`config.mk`:
```
export PLATFORM = sky130hd
export DESIGN_NAME = transaction_arbiter_flat
export DESIGN_NICKNAME = d
export VERILOG_FILES = /design/src/rtl/transaction_arbiter_if.sv /design/src/rtl/transaction_arbiter.sv /design/src/flat_wrapper.sv
export SDC_FILE = /design/constraint.sdc
export NUM_CORES = 1
export LEC_CHECK = 0
export ABC_AREA = 1
export BUFFER_PORTS_ARGS = -buffer_cell sky130_fd_sc_hd__buf_2
export CAP_MARGIN = 5
export CORE_MARGIN = 5
export CORE_UTILIZATION = 37
export DETAILED_ROUTE_END_ITERATION = 8
export SETUP_SLACK_MARGIN = 0.15
export SYNTH_ARGS = -nofsm -noshare
export SYNTH_HDL_FRONTEND = slang
export SYNTH_SLANG_ARGS = --single-unit
```
`constraint.sdc`:
```
create_clock -name clock -period 2.2 [get_ports clock]
set_input_delay 0.22 -clock clock [delete_from_list [all_inputs] [get_ports clock]]
set_output_delay 0.22 -clock clock [all_outputs]
set_load 0.05 [all_outputs]
```
`src/rtl/transaction_arbiter_if.sv`:
```
// Bundle between the wallet front-ends, the arbiter and the transaction sequencer.
// The slave modport is the arbiter; the master modport drives requests and sequencer status.
interface transaction_arbiter_if #(
    parameter int NUM_REQ = 4,
    parameter int ID_W    = 2,
    parameter int AMT_W   = 8
);
    logic [NUM_REQ-1:0]       req;
    logic [NUM_REQ*ID_W-1:0]  req_dest;
    logic [NUM_REQ*AMT_W-1:0] req_amount;
    logic                     txn_done;
    logic                     txn_reject;
    logic                     start_transaction;
    logic [ID_W-1:0]          txn_src;
    logic [ID_W-1:0]          txn_dest;
    logic [AMT_W-1:0]         txn_amount;
    logic [NUM_REQ-1:0]       grant;
    logic [NUM_REQ-1:0]       ack;
    logic [NUM_REQ-1:0]       nack;
    logic                     busy;
    logic                     timeout_err;

    modport master (
        output req, req_dest, req_amount, txn_done, txn_reject,
        input  start_transaction, txn_src, txn_dest, txn_amount,
               grant, ack, nack, busy, timeout_err
    );

    modport slave (
        input  req, req_dest, req_amount, txn_done, txn_reject,
        output start_transaction, txn_src, txn_dest, txn_amount,
               grant, ack, nack, busy, timeout_err
    );
endinterface

```
`src/rtl/transaction_arbiter.sv`:
```
// Round-robin arbiter sharing one transaction sequencer among NUM_REQ wallet requesters.
// All outputs come straight from flops; the next-state logic decides them one cycle ahead.
module transaction_arbiter #(
    parameter int NUM_REQ = 4,
    parameter int ID_W    = 2,
    parameter int AMT_W   = 8,
    parameter int TIMEOUT = 1023
) (
    input logic                clock,
    input logic                reset,
    transaction_arbiter_if.slave bus
);
    localparam int WD_W = $clog2(TIMEOUT + 1);

    typedef enum logic [1:0] {IDLE, GRANT, WAIT, RESPOND} state_t;

    state_t             state_q, state_d;
    logic [ID_W-1:0]    ptr_q, ptr_d;
    logic [NUM_REQ-1:0] mask_q, mask_d;
    logic [WD_W-1:0]    wdog_q, wdog_d;
    logic [ID_W-1:0]    src_q, src_d;
    logic [ID_W-1:0]    dest_q, dest_d;
    logic [AMT_W-1:0]   amt_q, amt_d;
    logic               start_q, start_d;
    logic [NUM_REQ-1:0] grant_q, grant_d;
    logic [NUM_REQ-1:0] ack_q, ack_d;
    logic [NUM_REQ-1:0] nack_q, nack_d;
    logic               busy_q, busy_d;
    logic               tout_q, tout_d;

    logic [NUM_REQ-1:0] eligible;
    logic               found;
    logic [ID_W-1:0]    sel, cand;
    logic [ID_W-1:0]    sel_dest;
    logic [AMT_W-1:0]   sel_amt;

    function automatic logic [NUM_REQ-1:0] onehot(input logic [ID_W-1:0] idx);
        logic [NUM_REQ-1:0] one;
        one = '0;
        one[0] = 1'b1;
        return one << idx;
    endfunction

    always_comb begin
        state_d  = state_q;
        ptr_d    = ptr_q;
        mask_d   = mask_q;
        wdog_d   = wdog_q;
        src_d    = src_q;
        dest_d   = dest_q;
        amt_d    = amt_q;
        grant_d  = grant_q;
        start_d  = 1'b0;
        ack_d    = '0;
        nack_d   = '0;
        tout_d   = 1'b0;
        found    = 1'b0;
        sel      = '0;
        cand     = '0;

        // Scan from the RR pointer; ID_W-bit addition wraps modulo NUM_REQ.
        eligible = bus.req & ~mask_q;
        for (int unsigned i = 0; i < NUM_REQ; i++) begin
            cand = ptr_q + ID_W'(i);
            if (!found && eligible[cand]) begin
                found = 1'b1;
                sel   = cand;
            end
        end
        sel_dest = bus.req_dest[sel*ID_W +: ID_W];
        sel_amt  = bus.req_amount[sel*AMT_W +: AMT_W];

        unique case (state_q)
            IDLE: begin
                mask_d = '0;
                if (found) begin
                    src_d   = sel;
                    dest_d  = sel_dest;
                    amt_d   = sel_amt;
                    grant_d = onehot(sel);
                    start_d = (sel_dest != sel) && (sel_amt != '0);
                    state_d = GRANT;
                end
            end
            GRANT: begin
                if ((dest_q == src_q) || (amt_q == '0)) begin
                    nack_d  = onehot(src_q);
                    grant_d = '0;
                    state_d = RESPOND;
                end else begin
                    wdog_d  = '0;
                    state_d = WAIT;
                end
            end
            WAIT: begin
                if (bus.txn_reject) begin
                    nack_d  = onehot(src_q);
                    grant_d = '0;
                    state_d = RESPOND;
                end else if (bus.txn_done) begin
                    ack_d   = onehot(src_q);
                    grant_d = '0;
                    state_d = RESPOND;
                end else if (wdog_q == WD_W'(TIMEOUT)) begin
                    nack_d  = onehot(src_q);
                    tout_d  = 1'b1;
                    grant_d = '0;
                    state_d = RESPOND;
                end else begin
                    wdog_d = wdog_q + WD_W'(1);
                end
            end
            RESPOND: begin
                ptr_d   = src_q + ID_W'(1);
                mask_d  = onehot(src_q);
                state_d = IDLE;
            end
            default: state_d = IDLE;
        endcase

        busy_d = (state_d != IDLE);
    end

    always_ff @(posedge clock) begin
        if (reset) begin
            state_q <= IDLE;
            ptr_q   <= '0;
            mask_q  <= '0;
            wdog_q  <= '0;
            src_q   <= '0;
            dest_q  <= '0;
            amt_q   <= '0;
            start_q <= 1'b0;
            grant_q <= '0;
            ack_q   <= '0;
            nack_q  <= '0;
            busy_q  <= 1'b0;
            tout_q  <= 1'b0;
        end else begin
            state_q <= state_d;
            ptr_q   <= ptr_d;
            mask_q  <= mask_d;
            wdog_q  <= wdog_d;
            src_q   <= src_d;
            dest_q  <= dest_d;
            amt_q   <= amt_d;
            start_q <= start_d;
            grant_q <= grant_d;
            ack_q   <= ack_d;
            nack_q  <= nack_d;
            busy_q  <= busy_d;
            tout_q  <= tout_d;
        end
    end

    assign bus.start_transaction = start_q;
    assign bus.txn_src           = src_q;
    assign bus.txn_dest          = dest_q;
    assign bus.txn_amount        = amt_q;
    assign bus.grant             = grant_q;
    assign bus.ack               = ack_q;
    assign bus.nack              = nack_q;
    assign bus.busy              = busy_q;
    assign bus.timeout_err       = tout_q;
endmodule

```
`src/flat_wrapper.sv`:
```
// flat-port wrapper written by rule: the top's interface ports become plain ports
module transaction_arbiter_flat 
#(
    parameter int NUM_REQ = 4,
    parameter int ID_W    = 2,
    parameter int AMT_W   = 8,
    parameter int TIMEOUT = 1023
)
  (clock, reset, bus_req, bus_req_dest, bus_req_amount, bus_txn_done, bus_txn_reject, bus_start_transaction, bus_txn_src, bus_txn_dest, bus_txn_amount, bus_grant, bus_ack, bus_nack, bus_busy, bus_timeout_err);
  transaction_arbiter_if #(.NUM_REQ(NUM_REQ), .ID_W(ID_W), .AMT_W(AMT_W)) bus_i ();
  input logic clock;
  input logic reset;
  input wire logic [$bits(bus_i.req)-1:0] bus_req;
  input wire logic [$bits(bus_i.req_dest)-1:0] bus_req_dest;
  input wire logic [$bits(bus_i.req_amount)-1:0] bus_req_amount;
  input wire logic [$bits(bus_i.txn_done)-1:0] bus_txn_done;
  input wire logic [$bits(bus_i.txn_reject)-1:0] bus_txn_reject;
  output wire logic [$bits(bus_i.start_transaction)-1:0] bus_start_transaction;
  output wire logic [$bits(bus_i.txn_src)-1:0] bus_txn_src;
  output wire logic [$bits(bus_i.txn_dest)-1:0] bus_txn_dest;
  output wire logic [$bits(bus_i.txn_amount)-1:0] bus_txn_amount;
  output wire logic [$bits(bus_i.grant)-1:0] bus_grant;
  output wire logic [$bits(bus_i.ack)-1:0] bus_ack;
  output wire logic [$bits(bus_i.nack)-1:0] bus_nack;
  output wire logic [$bits(bus_i.busy)-1:0] bus_busy;
  output wire logic [$bits(bus_i.timeout_err)-1:0] bus_timeout_err;
  assign bus_i.req = bus_req;
  assign bus_i.req_dest = bus_req_dest;
  assign bus_i.req_amount = bus_req_amount;
  assign bus_i.txn_done = bus_txn_done;
  assign bus_i.txn_reject = bus_txn_reject;
  assign bus_start_transaction = bus_i.start_transaction;
  assign bus_txn_src = bus_i.txn_src;
  assign bus_txn_dest = bus_i.txn_dest;
  assign bus_txn_amount = bus_i.txn_amount;
  assign bus_grant = bus_i.grant;
  assign bus_ack = bus_i.ack;
  assign bus_nack = bus_i.nack;
  assign bus_busy = bus_i.busy;
  assign bus_timeout_err = bus_i.timeout_err;
  transaction_arbiter #(.NUM_REQ(NUM_REQ), .ID_W(ID_W), .AMT_W(AMT_W), .TIMEOUT(TIMEOUT)) u_core (.clock(clock), .reset(reset), .bus(bus_i));
endmodule
```
* Word-level counts from Yosys, hierarchy flattened *
Index checks and enable logic that the tools add are counted.

word-level totals
  word-level logic and storage cells = 106
  bits in registers = 45
  output and inout port bits = 27
  memory bits (read-only) = 0
  input bits = 48
  latch bits = 0
  memories kept = 0
  bits in writable memories = 0

cells by class
  reductions and logical operators = 21
  shift operators = 4
  order comparisons = 4
  $add $sub $neg = 5
  multipliers = 0
  bitwise logic cells = 6
  divide/modulo/power cells = 0
  mux-type cells = 40
  equality and inequality tests = 13

operators with widths
  cell                     number
  $mux W10                 4
  $mux W4                  9
  $shiftx A32 B6 Y8        1
  $pmux W10 S2             1
  $mux W2                  8
  $pmux W4 S2              2
  $lt A2 B3 Y1 const B     4
  $pmux W4 S3              1
  $add A10 B1 Y10 const B  1
  $eq A10 B10 Y1 const B   1
  $mux W1                  10
  $bmux W1 S2              4
  $logic_not A8 Y1         1
  $ne A2 B2 Y1 const B     4
  $pmux W2 S4              1
  $reduce_bool A8 Y1       1
  $reduce_or A4 Y1         2
  $shiftx A8 B4 Y2         1
  $shl A1 B2 Y4 const A    2
  $reduce_bool A2 Y1       3
  $reduce_and A5 Y1        1
  $add A2 B1 Y2 const B    2
  $add A2 B2 Y2 const B    2
  $and A4 B4 Y4            1
  16 further kinds         26

* Logic depth before layout (Yosys ltp) *
  word-level depth = 17
  mapped depth = 20
  mapped depth without buffers = 18

* Least setup slack after synthesis *
No wires, ideal clock.

  kind = register to register
  start = reg u_core.state_q[0]
  end = reg u_core.wdog_q[9]
  library setup time = 119 ps
  data arrival time = 2048 ps
  stages on the path, launching flop included = 13
  setup slack = 33 ps
  data required time = 2081 ps
  buffers on the path = 1
  cells stage by stage = dfxtp_1 -> inv_1 -> ha_1 -> clkbuf_1 -> inv_1 -> a21oi_1 -> nand4_1 -> nor2_1 -> nand2_1 -> nor2_1 -> inv_1 -> o21ai_0 -> a21oi_1

on the way
  word-level cells in the longest chain between the ends = 3
  elaborated cells between the ends (all ways) = 9
  those cells by class = 6 x eq/ne; 1 x mux; 2 x reduce/logical

ends and longest elaborated chain
  element                                                                     RTL line                    source
  from (decl)                                                                 transaction_arbiter.sv:17   state_t state_q, state_d;
  from (signal assigned)                                                      transaction_arbiter.sv:140  state_q <= state_d;
  $eq A2 B2 Y1 / $eq A2 B1 Y1 (equally long branches)                         transaction_arbiter.sv:73   unique case (state_q)
  $ne A2 B2 Y1 (no source line) / $reduce_bool A2 Y1 (equally long branches)  n/a
  $reduce_and A5 Y1 (no source line)                                          n/a
  to (signal assigned)                                                        transaction_arbiter.sv:143  wdog_q <= wdog_d;
  to (decl)                                                                   transaction_arbiter.sv:20   logic [WD_W-1:0] wdog_q, wdog_d;

Parallel ways exist; a longest one is shown, timed or not.
A chain may end at the register's enable or synchronous reset.

* Worst setup path after layout *
  start = reg u_core.ptr_q[0]
  end = reg u_core.start_q (netlist: u_core.bus.start_transaction)

on the way
  word-level cells in the longest chain between the ends = 15
  elaborated cells between the ends (all ways) = 32
  those cells by class = 3 x add/sub; 1 x eq/ne; 2 x shift; 16 x mux; 1 x bitwise; 9 x reduce/logical

ends and longest elaborated chain
  element                                                                 RTL line                    source
  from (decl)                                                             transaction_arbiter.sv:18   logic [ID_W-1:0] ptr_q, ptr_d;
  from (signal assigned)                                                  transaction_arbiter.sv:141  ptr_q <= ptr_d;
  parallel branches: the longest is 15 deep, another holds $add A2 B1 Y2  n/a
  to (signal assigned)                                                    transaction_arbiter.sv:147  start_q <= start_d;
  to (decl)                                                               transaction_arbiter.sv:24   logic start_q, start_d;

Parallel ways; which one is timed is not known. The select of a mux whose other input is x is not followed.

==> results.py <==
metrics = {
    "setup_path": {
        "rr_worst_depth": 18,
        "cp_max_fo": 8,
        "crit_path_start_kind": "flip-flop",
        "endpoint_kind": "flip-flop",
        "reg2reg_slack_ns": 0.11,
        "required_ns": 2.39,
        "cp_data_arrival_time_ns": 2.28,
        "path_class": "reg2reg",
    },
    "floorplan": {
        "design.die.area_um2": 9046,
        "pin_count": 75,
        "core_area_um2": 7137,
        "rows": 31,
        "die_x_um": 95.11,
        "start_util_pct": 37.55,
        "die_h_um": 95.11,
    },
    "sta": {
        "hold_viol": 0,
        "finalCriticalPeriod_ns": 2.092,
        "fin_skew_ns": 0.007763,
        "finalCritPeriodShare_pct": 95.08,
        "whs_ns": 0.2467,
        "rsz0062_at_grt": "true",
        "tns_ns": 0,
        "drv_slew": 0,
        "worst_pin_slew_ns": 0.2946,
        "setup_viol": 0,
        "fmax_ghz": 0.4781,
        "slew_headroom_pct": 80.18,
    },
    "clock_network": {
        "h-tree-depth": 2,
        "clock_sinks": 45,
        "numCtsBuffers": 5,
        "clockBufferDepth": 2,
        "cts.clk_slew.worst_paths_ns": 0.09,
        "clockRootBuffer": "clkbuf_8",
        "cts_tree": "built",
        "clk_latency_ns": 0.29,
    },
    "global_routing": {
        "grt_max_degree": 24,
        "antenna_found_initial": 0,
        "grt_pass1_vias": 2819,
        "overflow": 0,
        "grt_pass1_wl_mm": 12.50,
        "grt_usage_pct": 17.12,
    },
    "finish": {
        "mostFrequentLayoutCells": "nand2_1, buf_2, inv_1",
        "drive_above_1_share_pct": 32.29,
        "layout_commonest_cell": "nand2_1",
        "n_antenna_cell": 0,
        "final_cells": 610,
        "n_fill_cell": 769,
        "layout.nets": 569,
        "area_growth_pct": 34.27,
        "fin_area_um2": 3598,
    },
    "yosys": {
        "avgSynthCellArea_um2": 6.442,
        "synth_seq_cells": 45,
        "synth_warnings": 0,
        "netlist_area_um2": 2680,
        "ys_seq_area_share_pct": 33.61,
        "synth_nets": 475,
        "yosysUniqueCellTypes": 29,
        "synthCells": 416,
    },
    "placement": {
        "place_inst": 591,
        "port_buffers": 74,
        "dpl_cell_area_um2": 3214,
        "gp_congestion": 0.8923,
        "place_hpwl_mm": 5.847,
    },
    "detailed_routing": {
        "vias_per_cell": 4.907,
        "drt_iter0_drc": 103,
        "wire_per_inst_um": 12.47,
        "ant_nets": 0,
        "drc": 0,
        "vias": 2993,
        "wirelength_mm": 7.609,
        "drtPass1Iterations": 5,
    },
    "pwr": {
        "p_leak_nw": 1.815,
        "power_density_nw_per_um2": 809.8,
        "irDropWorstVdd_uv": 493.4,
    },
    "worst_hold_path": {
        "hp-class": "in2reg",
        "whs_path_depth": 3,
    },
    "flow_run": {
        "drv_cap": 0,
    },
    "outcome": {
        "status": "complete, no violations",
    },
}
worst paths after layout:
path                                       start                           end
worst min-delay path             bus_req_dest[7]        u_core.bus.txn_dest[1]
worst max-delay path             u_core.ptr_q[0]  u_core.bus.start_transaction
worst max register to register   u_core.ptr_q[0]  u_core.bus.start_transaction
worst min register to register  u_core.mask_q[3]              u_core.mask_q[3]
synthesized netlist by cell type, drive strengths merged:
master	count	area share, %
a31oi	2	0.47
clkbuf	5	0.70
o21ai	23	4.3
a21oi	29	5.6
buf	9	2.5
o221ai	1	0.33
nand4	20	4.9
inv	55	7.8
o31ai	1	0.28
dfxtp	45	34
nor4	3	0.70
nor3	8	1.5
nand3	33	6.7
a211oi	1	0.28
ha	11	5.1
nor2	44	6.4
nand2	122	18
xor2	3	0.98
o211ai	1	0.28
final cells by class:
class | count | area [um^2] | area share (%)
Multi-Input combinational cell | 302 | 1652 | 45.90
Sequential cell | 45 | 918.4 | 25.52
Timing Repair inverter | 1 | 7.507 | 0.2086
Clock inverter | 2 | 13.76 | 0.3825
Inverter | 55 | 220.2 | 6.120
Tap cell | 99 | 123.9 | 3.442
Timing Repair Buffer | 100 | 580.6 | 16.13
Clock buffer | 6 | 82.58 | 2.295
timing repair:
action / in CTS / in global routing
setup buffers: 2 / 7
endpoints found under the setup margin: 15 / 24
pin swaps: 3 / 7
gates resized for setup: 23 / 41
hold buffers: 0 / 0
gates cloned: 2 / 0
logic make-up (layout without fill, tap and decap cells):
kind of cell | after synthesis | after routing | synth area share (%)
AO/OA/AOI/OAI | 58 | 58 | 11.48
XOR/XNOR | 3 | 3 | 0.9806
adder cells (fa/ha/maj) | 11 | 11 | 5.135
buffers and inverters | 69 | 164 | 10.97
flip-flops | 45 | 45 | 33.61
AND/OR/NAND/NOR | 230 | 230 | 37.81
per-stage QoR:
stage / utilization (%) / worst slack (ns) / power, mW
finish: 50.42 / 0.1083 / 2.914
global route: 50.42 / -0.03039 / 3.140
CTS: 47.97 / 0.1144 / 2.841
detailed placement: 45.04 / -0.07515 / 2.247
global placement: 45.04 / 0.01395 / 2.241
floorplan: - / 0.1556 / 1.890
state kept, by name, indices dropped and copies added, names as in the netlist:
signal	cells
u_core.bus.grant	4
u_core.wdog_q	10
u_core.bus.timeout_err	1
u_core.ptr_q	2
u_core.bus.txn_src	2
u_core.bus.nack	4
u_core.bus.start_transaction	1
u_core.mask_q	4
u_core.bus.txn_dest	2
u_core.bus.txn_amount	8
u_core.state_q	2
u_core.bus.busy	1
u_core.bus.ack	4
routing by layer:
metal	global-route usage (%)	wire length (um)	vias to the layer above
li1	-	-	1537
met1	20.96	3298	1354
met2	28.75	3631	87
met3	3.867	448	15
met4	7.212	231	0
met5	0	0	-
power by group:
part	switching [mW]	internal, mW	total (mW)
clock network	0.279	0.255	0.534
registers	0.0908	0.912	1.00
logic	0.915	0.463	1.38
total	1.28	1.63	2.91
critical path: stages, from the launching register on:
cell,delay (ns)
dfxtp_4,0.40
inv_6,0.10
nand2_1,0.06
nand2_1,0.09
nand3_2,0.09
nand2_4,0.13
nand2_4,0.07
nand2_2,0.06
nand2_2,0.07
nand3_4,0.13
clkinvlp_4,0.20
nand2_1,0.10
nand2_1,0.05
nand2_1,0.07
nand2_2,0.06
nor2_1,0.10
nand2_1,0.06
o21ai_1,0.11
nor2_1,0.05
Power figures use the tool's default switching activity.
